===== src/rtl/sprite_eval_if.sv =====
// sprite_eval_if: control, primary OAM read port and secondary OAM write port of sprite_eval
interface sprite_eval_if #(
  parameter int NUM_SPRITES  = 64,
  parameter int MAX_PER_LINE = 8,
  parameter int Y_W          = 8
);
  logic                              start;
  logic                              abort;
  logic [Y_W-1:0]                    scanline;
  logic                              tall;
  logic [$clog2(NUM_SPRITES*4)-1:0]  oam_addr;
  logic [7:0]                        oam_rdata;
  logic                              sec_we;
  logic [$clog2(MAX_PER_LINE*4)-1:0] sec_addr;
  logic [7:0]                        sec_wdata;
  logic                              busy;
  logic                              done;
  logic [$clog2(MAX_PER_LINE+1)-1:0] count;
  logic                              overflow;
  logic                              sprite0_hit;
  modport master (
    output start, abort, scanline, tall, oam_rdata,
    input  oam_addr, sec_we, sec_addr, sec_wdata, busy, done, count, overflow, sprite0_hit
  );
  modport slave (
    input  start, abort, scanline, tall, oam_rdata,
    output oam_addr, sec_we, sec_addr, sec_wdata, busy, done, count, overflow, sprite0_hit
  );
endinterface


===== src/rtl/sprite_eval.sv =====
// sprite_eval: per-scanline sprite evaluator, clears secondary OAM then copies sprites hitting the line
module sprite_eval #(
  parameter int NUM_SPRITES  = 64,
  parameter int MAX_PER_LINE = 8,
  parameter int Y_W          = 8
) (
  input logic          clk,
  input logic          reset_n,
  sprite_eval_if.slave bus
);
  localparam int IW = $clog2(NUM_SPRITES);
  localparam int OW = $clog2(NUM_SPRITES*4);
  localparam int SW = $clog2(MAX_PER_LINE*4);
  localparam int CW = $clog2(MAX_PER_LINE+1);
  typedef enum logic [2:0] {IDLE, CLEAR, SCAN, CHECK, COPY1, COPY2, COPY3, DONE} state_t;
  state_t         state;
  logic [1:0]     rst_sync;
  logic           rst_n;
  logic [Y_W-1:0] line;
  logic           tall;
  logic [IW-1:0]  idx;
  logic [SW-1:0]  clr;
  logic [OW-1:0]  addr_q;
  logic [CW-1:0]  count;
  logic           overflow;
  logic           sprite0_hit;
  logic [Y_W:0]   diff;
  logic           hit;
  logic           room;
  logic           last;
  logic           wr_hit;
  logic           we;
  logic [1:0]     ph;
  always_ff @(posedge clk or negedge reset_n)
    if (!reset_n) rst_sync <= '0;
    else rst_sync <= {rst_sync[0], 1'b1};
  assign rst_n = rst_sync[1];
  // Write/read strobes depend on the OAM byte arriving this cycle, so they are decoded, not registered
  always_comb begin
    diff   = {1'b0, line} - {1'b0, Y_W'(bus.oam_rdata)};
    hit    = !diff[Y_W] && diff < (tall ? (Y_W+1)'(16) : (Y_W+1)'(8));
    room   = count < CW'(MAX_PER_LINE);
    last   = idx == IW'(NUM_SPRITES-1);
    wr_hit = state == CHECK && hit && room;
    ph     = state == COPY1 ? 2'd1 : state == COPY2 ? 2'd2 : state == COPY3 ? 2'd3 : 2'd0;
    we     = !bus.abort && (state == CLEAR || wr_hit || state inside {COPY1, COPY2, COPY3});
    bus.sec_we    = we;
    bus.sec_addr  = !we ? '0 : state == CLEAR ? clr : SW'({count, ph});
    bus.sec_wdata = !we ? '0 : state == CLEAR ? 8'hFF : bus.oam_rdata;
    bus.oam_addr  = state == SCAN ? {idx, 2'd0} :
                    wr_hit || state inside {COPY1, COPY2} ? {idx, ph + 2'd1} : addr_q;
  end
  assign bus.busy        = state inside {CLEAR, SCAN, CHECK, COPY1, COPY2, COPY3};
  assign bus.done        = state == DONE;
  assign bus.count       = count;
  assign bus.overflow    = overflow;
  assign bus.sprite0_hit = sprite0_hit;
  always_ff @(posedge clk or negedge rst_n)
    if (!rst_n) begin
      state       <= IDLE;
      line        <= '0;
      tall        <= 1'b0;
      idx         <= '0;
      clr         <= '0;
      addr_q      <= '0;
      count       <= '0;
      overflow    <= 1'b0;
      sprite0_hit <= 1'b0;
    end else begin
      addr_q <= bus.oam_addr;
      if (bus.abort) state <= IDLE;
      else case (state)
        IDLE: if (bus.start) begin
          line        <= bus.scanline;
          tall        <= bus.tall;
          count       <= '0;
          overflow    <= 1'b0;
          sprite0_hit <= 1'b0;
          idx         <= '0;
          clr         <= '0;
          state       <= CLEAR;
        end
        CLEAR: begin
          clr <= clr + 1'b1;
          if (clr == SW'(MAX_PER_LINE*4-1)) state <= SCAN;
        end
        SCAN: state <= CHECK;
        CHECK: begin
          if (!hit && !last) idx <= idx + 1'b1;
          if (hit && !room) overflow <= 1'b1;
          state <= !hit ? (last ? DONE : SCAN) : room ? COPY1 : DONE;
        end
        COPY1: state <= COPY2;
        COPY2: state <= COPY3;
        COPY3: begin
          count <= count + 1'b1;
          if (idx == '0) sprite0_hit <= 1'b1;
          if (!last) idx <= idx + 1'b1;
          state <= last ? DONE : SCAN;
        end
        DONE: state <= IDLE;
      endcase
    end
endmodule


===== src/flat_wrapper.sv =====
// flat-port wrapper written by rule: the top's interface ports become plain ports
module sprite_eval_flat 
#(
  parameter int NUM_SPRITES  = 64,
  parameter int MAX_PER_LINE = 8,
  parameter int Y_W          = 8
)
  (clk, reset_n, bus_start, bus_abort, bus_scanline, bus_tall, bus_oam_rdata, bus_oam_addr, bus_sec_we, bus_sec_addr, bus_sec_wdata, bus_busy, bus_done, bus_count, bus_overflow, bus_sprite0_hit);
  sprite_eval_if #(.NUM_SPRITES(NUM_SPRITES), .MAX_PER_LINE(MAX_PER_LINE), .Y_W(Y_W)) bus_i ();
  input logic clk;
  input logic reset_n;
  input wire logic [$bits(bus_i.start)-1:0] bus_start;
  input wire logic [$bits(bus_i.abort)-1:0] bus_abort;
  input wire logic [$bits(bus_i.scanline)-1:0] bus_scanline;
  input wire logic [$bits(bus_i.tall)-1:0] bus_tall;
  input wire logic [$bits(bus_i.oam_rdata)-1:0] bus_oam_rdata;
  output wire logic [$bits(bus_i.oam_addr)-1:0] bus_oam_addr;
  output wire logic [$bits(bus_i.sec_we)-1:0] bus_sec_we;
  output wire logic [$bits(bus_i.sec_addr)-1:0] bus_sec_addr;
  output wire logic [$bits(bus_i.sec_wdata)-1:0] bus_sec_wdata;
  output wire logic [$bits(bus_i.busy)-1:0] bus_busy;
  output wire logic [$bits(bus_i.done)-1:0] bus_done;
  output wire logic [$bits(bus_i.count)-1:0] bus_count;
  output wire logic [$bits(bus_i.overflow)-1:0] bus_overflow;
  output wire logic [$bits(bus_i.sprite0_hit)-1:0] bus_sprite0_hit;
  assign bus_i.start = bus_start;
  assign bus_i.abort = bus_abort;
  assign bus_i.scanline = bus_scanline;
  assign bus_i.tall = bus_tall;
  assign bus_i.oam_rdata = bus_oam_rdata;
  assign bus_oam_addr = bus_i.oam_addr;
  assign bus_sec_we = bus_i.sec_we;
  assign bus_sec_addr = bus_i.sec_addr;
  assign bus_sec_wdata = bus_i.sec_wdata;
  assign bus_busy = bus_i.busy;
  assign bus_done = bus_i.done;
  assign bus_count = bus_i.count;
  assign bus_overflow = bus_i.overflow;
  assign bus_sprite0_hit = bus_i.sprite0_hit;
  sprite_eval #(.NUM_SPRITES(NUM_SPRITES), .MAX_PER_LINE(MAX_PER_LINE), .Y_W(Y_W)) u_core (.clk(clk), .reset_n(reset_n), .bus(bus_i));
endmodule

===== config.mk =====
export PLATFORM = sky130hd
export DESIGN_NAME = sprite_eval_flat
export DESIGN_NICKNAME = d
export VERILOG_FILES = /design/src/rtl/sprite_eval_if.sv /design/src/rtl/sprite_eval.sv /design/src/flat_wrapper.sv
export SDC_FILE = /design/constraint.sdc
export NUM_CORES = 1
export LEC_CHECK = 0
export CORE_MARGIN = 1.5
export CORE_UTILIZATION = 58
export CTS_BUF_LIST = sky130_fd_sc_hd__clkbuf_4
export CTS_CLUSTER_SIZE = 40
export DETAILED_ROUTE_END_ITERATION = 10
export PLACE_DENSITY_LB_ADDON = 0.25
export SLEW_MARGIN = 25
export SYNTH_ARGS = -nofsm -noshare
export SYNTH_HDL_FRONTEND = slang
export SYNTH_SLANG_ARGS = --single-unit

===== constraint.sdc =====
create_clock -name clk -period 10.5 [get_ports clk]
set_input_delay 1.05 -clock clk [delete_from_list [all_inputs] [get_ports clk]]
set_output_delay 1.05 -clock clk [all_outputs]
set_load 0.01 [all_outputs]

==> key figures, run 1 <==
Run status
  • Status: completed

Synth
  • Netlist Area Pre-Place: about 2600 µm²
  • YS warnings: 0
  • Post-synthesis sequential area ratio: 37.6%
  • Leading register cell type out of synthesis: dfrtp_1
  • EDFF count, synth: 0
  • Share of synthesized registers carrying an async set or reset: 100%
  • Flop and latch count out of synthesis: 39
  • Post-synthesis cell type count: 49
  • Syn avg cell area: 8.22 µm²
  • Synthesized Nets: 350
  • Gate Count Post-Synth: 316

Routing
  • Post-route DRC: 0
  • Post-Route WL: 6520 µm
  • Routed WL per cell: 15.7 µm
  • DR iter-0 viols: between 100 and 150
  • Antenna Nets Post-Route: 0
  • DRT Pass-1 Iters: 4
  • Routed vias: 2,495
  • Vias/cell: between 6 and 7

Job
  • # Max-Cap Violations: 0

Clock network
  • Post-CTS sizing: 0
  • CTS Buf Count: 5
  • H-tree depth: 2
  • Clock Path Buffers: 2
  • Postcts setup bufs: 0
  • Cts hold-fix bufs: 0
  • Clock Latency Late Sink: 0.36 ns
  • Num Clock Sinks: 39
  • Clk slew on worst S/H paths: 0.13 ns
  • CTS tree: done
  • Root Buffer: clkbuf_4

Global route
  • Vias in the first global route: 2,324
  • GRT Total Usage: 27.8%
  • First-pass GRT wire length: 10,900 µm
  • Largest net degree at the start of global routing: 38
  • Initial antenna violation count: 0
  • Overflow after GRT: 0

Layout
  • Finished Core Util: about 74%
  • Layout cells sized above 1: 7.71%
  • Fillers: ~360
  • Multi-input logic area: 1500 µm²
  • Sequential Area: 976 µm²
  • Nets: 396
  • N_diodes: 0
  • Synth-to-Final Area Change: 23.1%

STA
  • Final setup fails: 0
  • Clock Skew: 0.0114 ns
  • Slew HR: 38.1%
  • Worst hold slack: between 0.3 and 0.4 ns
  • Slew @ Worst Pin: 0.926 ns
  • Fmax: 161 MHz
  • Period utilization: roughly three fifths
  • Final hold vios: 0
  • Setup TNS: 0 ns
  • Pins Over Slew Limit: 0
  • Period minus WS final: 6.20 ns
  • RSZ-0062 raised after global routing: false

Die
  • Number of placed I/O pins: 51
  • Die H: 69.9 µm
  • Core area: ~4300 µm²
  • Standard-cell rows: 24
  • Initial core utilization: 60.1%
  • Die width: 69.9 µm
  • Die ar.: a little under 5000 µm²

Critical path
  • Element type at the critical path end: output port
  • Req. time, crit path: about 9.5 ns
  • Crit-path max FO: 11
  • Crit path kind: in2out
  • CP arrival: 5.15 ns
  • CP startpoint kind: input pin

Pwr
  • VDD IR max: 0.0846 mV
  • Lkg Pwr: 1.39 nW
  • PD cells: 130 nW/µm²

Worst hold path
  • Hold Path Class: reg2async

Placed design
  • Port bufs: 50
  • Hpwl dp: approximately 4700 µm
  • GPL Wtd Cong: 0.894
## synthesized netlist by cell type (all sizes together), types with 5 or more instances
cell	number	area share, %
nand2	57	8.2
nor3	12	4.0
o21ai	18	3.5
inv	17	2.5
nand2b	5	1.5
nor2	38	5.5
clkbuf	10	1.4
nand3	11	2.1
and3	6	1.4
o31ai	10	2.9
nor4	7	1.7
o2111ai	6	2.0
a21oi	14	2.7
dfrtp	39	38
ha	13	6.3
## sequential cells by signal (all words and copies together) (netlist names)
name                    cells
u_core.addr_q               8
u_core.bus.count            4
u_core.bus.overflow         1
u_core.bus.sprite0_hit      1
u_core.clr                  5
u_core.idx                  6
u_core.line                 8
u_core.rst_sync             2
u_core.state                3
u_core.tall                 1
## placed cells by master, fill, tap and decap left out, types with 5 or more instances in the layout
| cell | instances |
|---|---|
| nor2_1 | 37 |
| a21oi_1 | 14 |
| o2111ai_1 | 6 |
| o31ai_1 | 10 |
| nor4_1 | 6 |
| dfrtp_1 | 39 |
| clkdlybuf4s50_1 | 50 |
| and3_1 | 6 |
| nand2_1 | 57 |
| nand3_1 | 11 |
| inv_1 | 17 |
| clkbuf_4 | 5 |
| ha_1 | 13 |
| o21ai_0 | 16 |
| nor3_2 | 9 |
## cell type report
class	instances	share of cell area [%]
Clock inverter	3	1.21
Clock buffer	5	1.17
Tap cell	52	2.03
Timing Repair Buffer	52	16.1
Inverter	17	1.99
Sequential cell	39	30.5
Multi-Input combinational cell	247	47.0
## cell families after synthesis
logic type      Yosys count  synth area share, %
buf+inv                  30                 4.96
simple gates            157                 30.0
flops                    39                 37.6
compound gates           67                 17.9
mux                       3                 1.16
other cells               1                0.144
fa+ha+maj                13                 6.26
xor+xnor                  6                 2.02
## power by group
group	switching, W	total (W)	leakage [nW]	internal, W
clock	0.0000541	0.000103	0.0426	0.0000490
sequential	0.0000132	0.000177	0.486	0.000164
combinational	0.0000758	0.000137	0.859	0.0000614
total	0.000143	0.000417	1.39	0.000274
## critical path, stage by stage
cell,delay (ns)
clkdlybuf4s50_1,0.47
inv_1,0.05
ha_1,0.35
a2111oi_4,0.45
nor2_1,0.13
xnor2_1,0.15
ha_1,0.20
nor4_1,0.31
o22ai_1,0.19
or4b_4,0.60
and2_0,0.31
o2111ai_1,0.30
clkdlybuf4s50_1,0.58
## worst paths after layout
path	start	endpoint	slack, ns	cells past startpoint
setup / recovery	bus_oam_rdata[1]	bus_oam_addr[7]	4.30	13
hold / removal	u_core.rst_sync[1]$_DFF_PN0_	u_core.clr[2]$_DFFE_PN0P_	0.30	1
setup reg to reg	u_core.line[1]$_DFFE_PN0P_	u_core.addr_q[7]$_DFF_PN0_	6.99	10
hold reg to reg	u_core.rst_sync[1]$_DFF_PN0_	u_core.clr[2]$_DFFE_PN0P_	0.30	1
max in group asynchronous	reset_n	u_core.rst_sync[0]$_DFF_PN0_	9.51	1
min in group clk	u_core.rst_sync[0]$_DFF_PN0_	u_core.rst_sync[1]$_DFF_PN0_	0.36	0
## routing by layer
| layer | up-vias | wire length, µm | GRT usage (%) |
|---|---|---|---|
| met1 | 1194 | 2920 | 37.7 |
| met3 | 10 | 379 | 5.05 |
| met4 | 0 | 101 | 7.05 |
| met2 | 90 | 3120 | 46.1 |
| li1 | 1201 | - | - |
| met5 | - | 0 | 0 |
## through the flow
stage | instances | power [W] | worst slack (ns) | instance area [µm²]
2_1_floorplan | 316 | 0.000272 | 5.64 | 2600
3_3_place_gp | 407 | 0.000307 | 4.56 | 3110
3_5_place_dp | 407 | 0.000313 | 4.37 | 3110
4_1_cts | 415 | 0.000417 | 4.33 | 3190
5_1_grt | 415 | 0.000440 | 4.10 | 3200
6_report | 415 | 0.000417 | 4.30 | 3200
Note: power is estimated with default switching activity, not from simulation.
==> run 2, diff against run 1 <==
--- a/config.mk
+++ b/config.mk
@@ -6,7 +6,7 @@
 export NUM_CORES = 1
 export LEC_CHECK = 0
 export CORE_MARGIN = 1.5
-export CORE_UTILIZATION = 58
+export CORE_UTILIZATION = 49
 export CTS_BUF_LIST = sky130_fd_sc_hd__clkbuf_4
 export CTS_CLUSTER_SIZE = 40
 export DETAILED_ROUTE_END_ITERATION = 10
==> constraint.sdc (replaced) <==
create_clock -name clk -period 5.1 [get_ports clk]
set_input_delay 0.51 -clock clk [delete_from_list [all_inputs] [get_ports clk]]
set_output_delay 0.51 -clock clk [all_outputs]
set_load 0.01 [all_outputs]
==> key figures, run 2 (same netlist as run 1, synthesis figures left out) <==
Layout
  • N_diodes: 0 (unchanged)
  • Most common cell after layout, fill and taps aside: nand2_1 (unchanged)
  • Finished Core Util: 63.3% (was 74.0%)
  • Most frequent cells in the layout: nand2_1 (57), clkdlybuf4s50_1 (47), dfrtp_1 (39) (was nand2_1 (57), clkdlybuf4s50_1 (50), dfrtp_1 (39))
  • Biggest registers after layout: u_core.addr_q x8, u_core.line x8, u_core.idx x6 (unchanged)
  • Multi-input logic area: 1510 µm² (was 1500 µm²)
  • Synth-to-Final Area Change: 24.3% (was 23.1%)
  • Nets: 398 (was 396)
  • Layout cells sized above 1: 8.77% (was 7.71%)
  • Fillers: 493 (was 358)
  • Sequential Area: 976 µm² (unchanged)

Worst hold path
  • Hold Path Class: reg2async (unchanged)

Run status
  • Status: completed (unchanged)

Die
  • Number of placed I/O pins: 51 (unchanged)
  • Initial core utilization: 50.9% (was 60.1%)
  • Die width: 75.8 µm (was 69.9 µm)
  • Core area: 5110 µm² (was 4320 µm²)
  • Die ar.: 5750 µm² (was 4890 µm²)
  • Die H: 75.8 µm (was 69.9 µm)
  • Standard-cell rows: 26 (was 24)

STA
  • Pins Over Slew Limit: 0 (unchanged)
  • Slew HR: 30.5% (was 38.1%)
  • Fmax: ~210 MHz
  • Setup TNS: 0 ns (unchanged)
  • Final critical-path setup slack: 0.269 ns (was 4.30 ns)
  • Period minus WS final: a little under 5 ns
  • Final setup fails: 0 (unchanged)
  • Clock Skew: 0.0144 ns (was 0.0114 ns)
  • Final hold vios: 0 (unchanged)
  • Period utilization: between 90% and 100%
  • Slew @ Worst Pin: 1.03 ns (was 0.926 ns)
  • Worst hold slack: 0.293 ns (was 0.301 ns)
  • RSZ-0062 raised after global routing: false (unchanged)

Placed design
  • Dpl ws: 0.116 ns (was 4.37 ns)
  • Port bufs: 50 (unchanged)
  • GPL Wtd Cong: 0.833 (was 0.894)
  • Hpwl dp: 4620 µm (was 4720 µm)

Clock network
  • CTS tree: done (unchanged)
  • Clock Latency Late Sink: 0.34 ns (was 0.36 ns)
  • Clock Path Buffers: 2 (unchanged)
  • Root Buffer: clkbuf_4 (unchanged)
  • H-tree depth: 2 (unchanged)
  • CTS Buf Count: 5 (unchanged)
  • Num Clock Sinks: 39 (unchanged)
  • Clk slew on worst S/H paths: 0.11 ns (was 0.13 ns)
  • Cts hold-fix bufs: 0 (unchanged)

Global route
  • GRT Max-Usage Layer: met2 (unchanged)
  • GR Layer Usage met3: 4.23% (was 5.05%)
  • Overflow after GRT: 0 (unchanged)
  • GRT Total Usage: 23.2% (was 27.8%)
  • GR Util met2: 39.7% (was 46.1%)
  • Initial antenna violation count: 0 (unchanged)
  • Vias in the first global route: 2,182 (was 2,324)
  • Largest net degree at the start of global routing: 38 (unchanged)
  • Grt met1 use: 30.2% (was 37.7%)
  • First-pass GRT wire length: 10,100 µm (was 10,900 µm)

Critical path
  • CP arrival: 4.32 ns (was 5.15 ns)
  • Element type at the critical path end: output port (unchanged)
  • Req. time, crit path: 4.59 ns (was 9.45 ns)
  • CP startpoint kind: input pin (unchanged)
  • Crit path kind: in2out (unchanged)
  • Crit-path max FO: 11 (unchanged)

Job
  • # Max-Cap Violations: 0 (unchanged)

Pwr
  • VDD IR max: 0.151 mV (was 0.0846 mV)
  • PD cells: 245 nW/µm² (was 130 nW/µm²)
  • Lkg Pwr: 1.41 nW (was 1.39 nW)

Routing
  • DR iter-0 viols: 82 (was 134)
  • Post-Route WL: 6320 µm (was 6520 µm)
  • Routed WL per cell: 14.5 µm (was 15.7 µm)
  • Post-route DRC: 0 (unchanged)
  • Antenna Nets Post-Route: 0 (unchanged)
  • DRT Pass-1 Iters: 4 (unchanged)
  • Routed vias: 2,408 (was 2,495)
  • Vias/cell: 5.54 (was 6.01)
run 2: per-stage QoR:
stage | power, W | cell area [µm²] | std cells
6_report | 0.000792 | 3230 | 435
4_1_cts | 0.000795 | 3200 | 434
3_3_place_gp | 0.000633 | 3140 | 426
3_5_place_dp | 0.000640 | 3140 | 426
2_1_floorplan | 0.000559 | 2600 | 316
5_1_grt | 0.000847 | 3230 | 435
run 2: final timing paths:
kind / start / endpoint / slack, ns / cells after the start
max in group asynchronous: u_core.rst_sync[1]$_DFF_PN0_ / u_core.line[5]$_DFFE_PN0P_ / 4.45 / 1
max reg2reg: u_core.line[1]$_DFFE_PN0P_ / u_core.addr_q[3]$_DFF_PN0_ / 1.91 / 10
min: u_core.rst_sync[1]$_DFF_PN0_ / u_core.clr[0]$_DFFE_PN0P_ / 0.29 / 1
max: bus_oam_rdata[1] / bus_oam_addr[6] / 0.27 / 13
min in group clk: u_core.rst_sync[0]$_DFF_PN0_ / u_core.rst_sync[1]$_DFF_PN0_ / 0.37 / 0
min reg2reg: u_core.rst_sync[1]$_DFF_PN0_ / u_core.clr[0]$_DFFE_PN0P_ / 0.29 / 1
run 2: layout make-up:
type                       count  share of cell area (%)
multi-input combinational    247                    46.8
sequential                    39                    30.2
timing repair buffer          54                    16.7
tap                           70                    2.71
inverter                      17                    1.98
clock buffer                   6                    1.39
clock inverter                 2                   0.232
run 2: layer usage:
metal,wire [µm],up-vias
met5,0,-
met4,83,0
li1,-,1202
met3,219,7
met2,3120,50
met1,2900,1149
run 2: report_power, final:
group	internal, W	switching [W]	leakage, nW
combinational	0.000130	0.000149	0.889
sequential	0.000337	0.0000246	0.486
clock	0.0000564	0.0000949	0.0307
run 2: timing repair:
item | 4_1_cts | 5_1_grt
setup buffers | 0 | 1
setup endpoints to repair | 0 | 15
resized for setup | 0 | 8
run 2: critical path, stage by stage:
cell and delay [ns]:
clkdlybuf4s50_1 0.48, inv_1 0.05, ha_1 0.34, a2111oi_4 0.38, nor2_1 0.10, xnor2_1 0.13
ha_1 0.19, nor4_1 0.27, o22ai_1 0.16, or4b_4 0.60, and2_2 0.30, o2111ai_1 0.24
clkdlybuf4s50_1 0.57
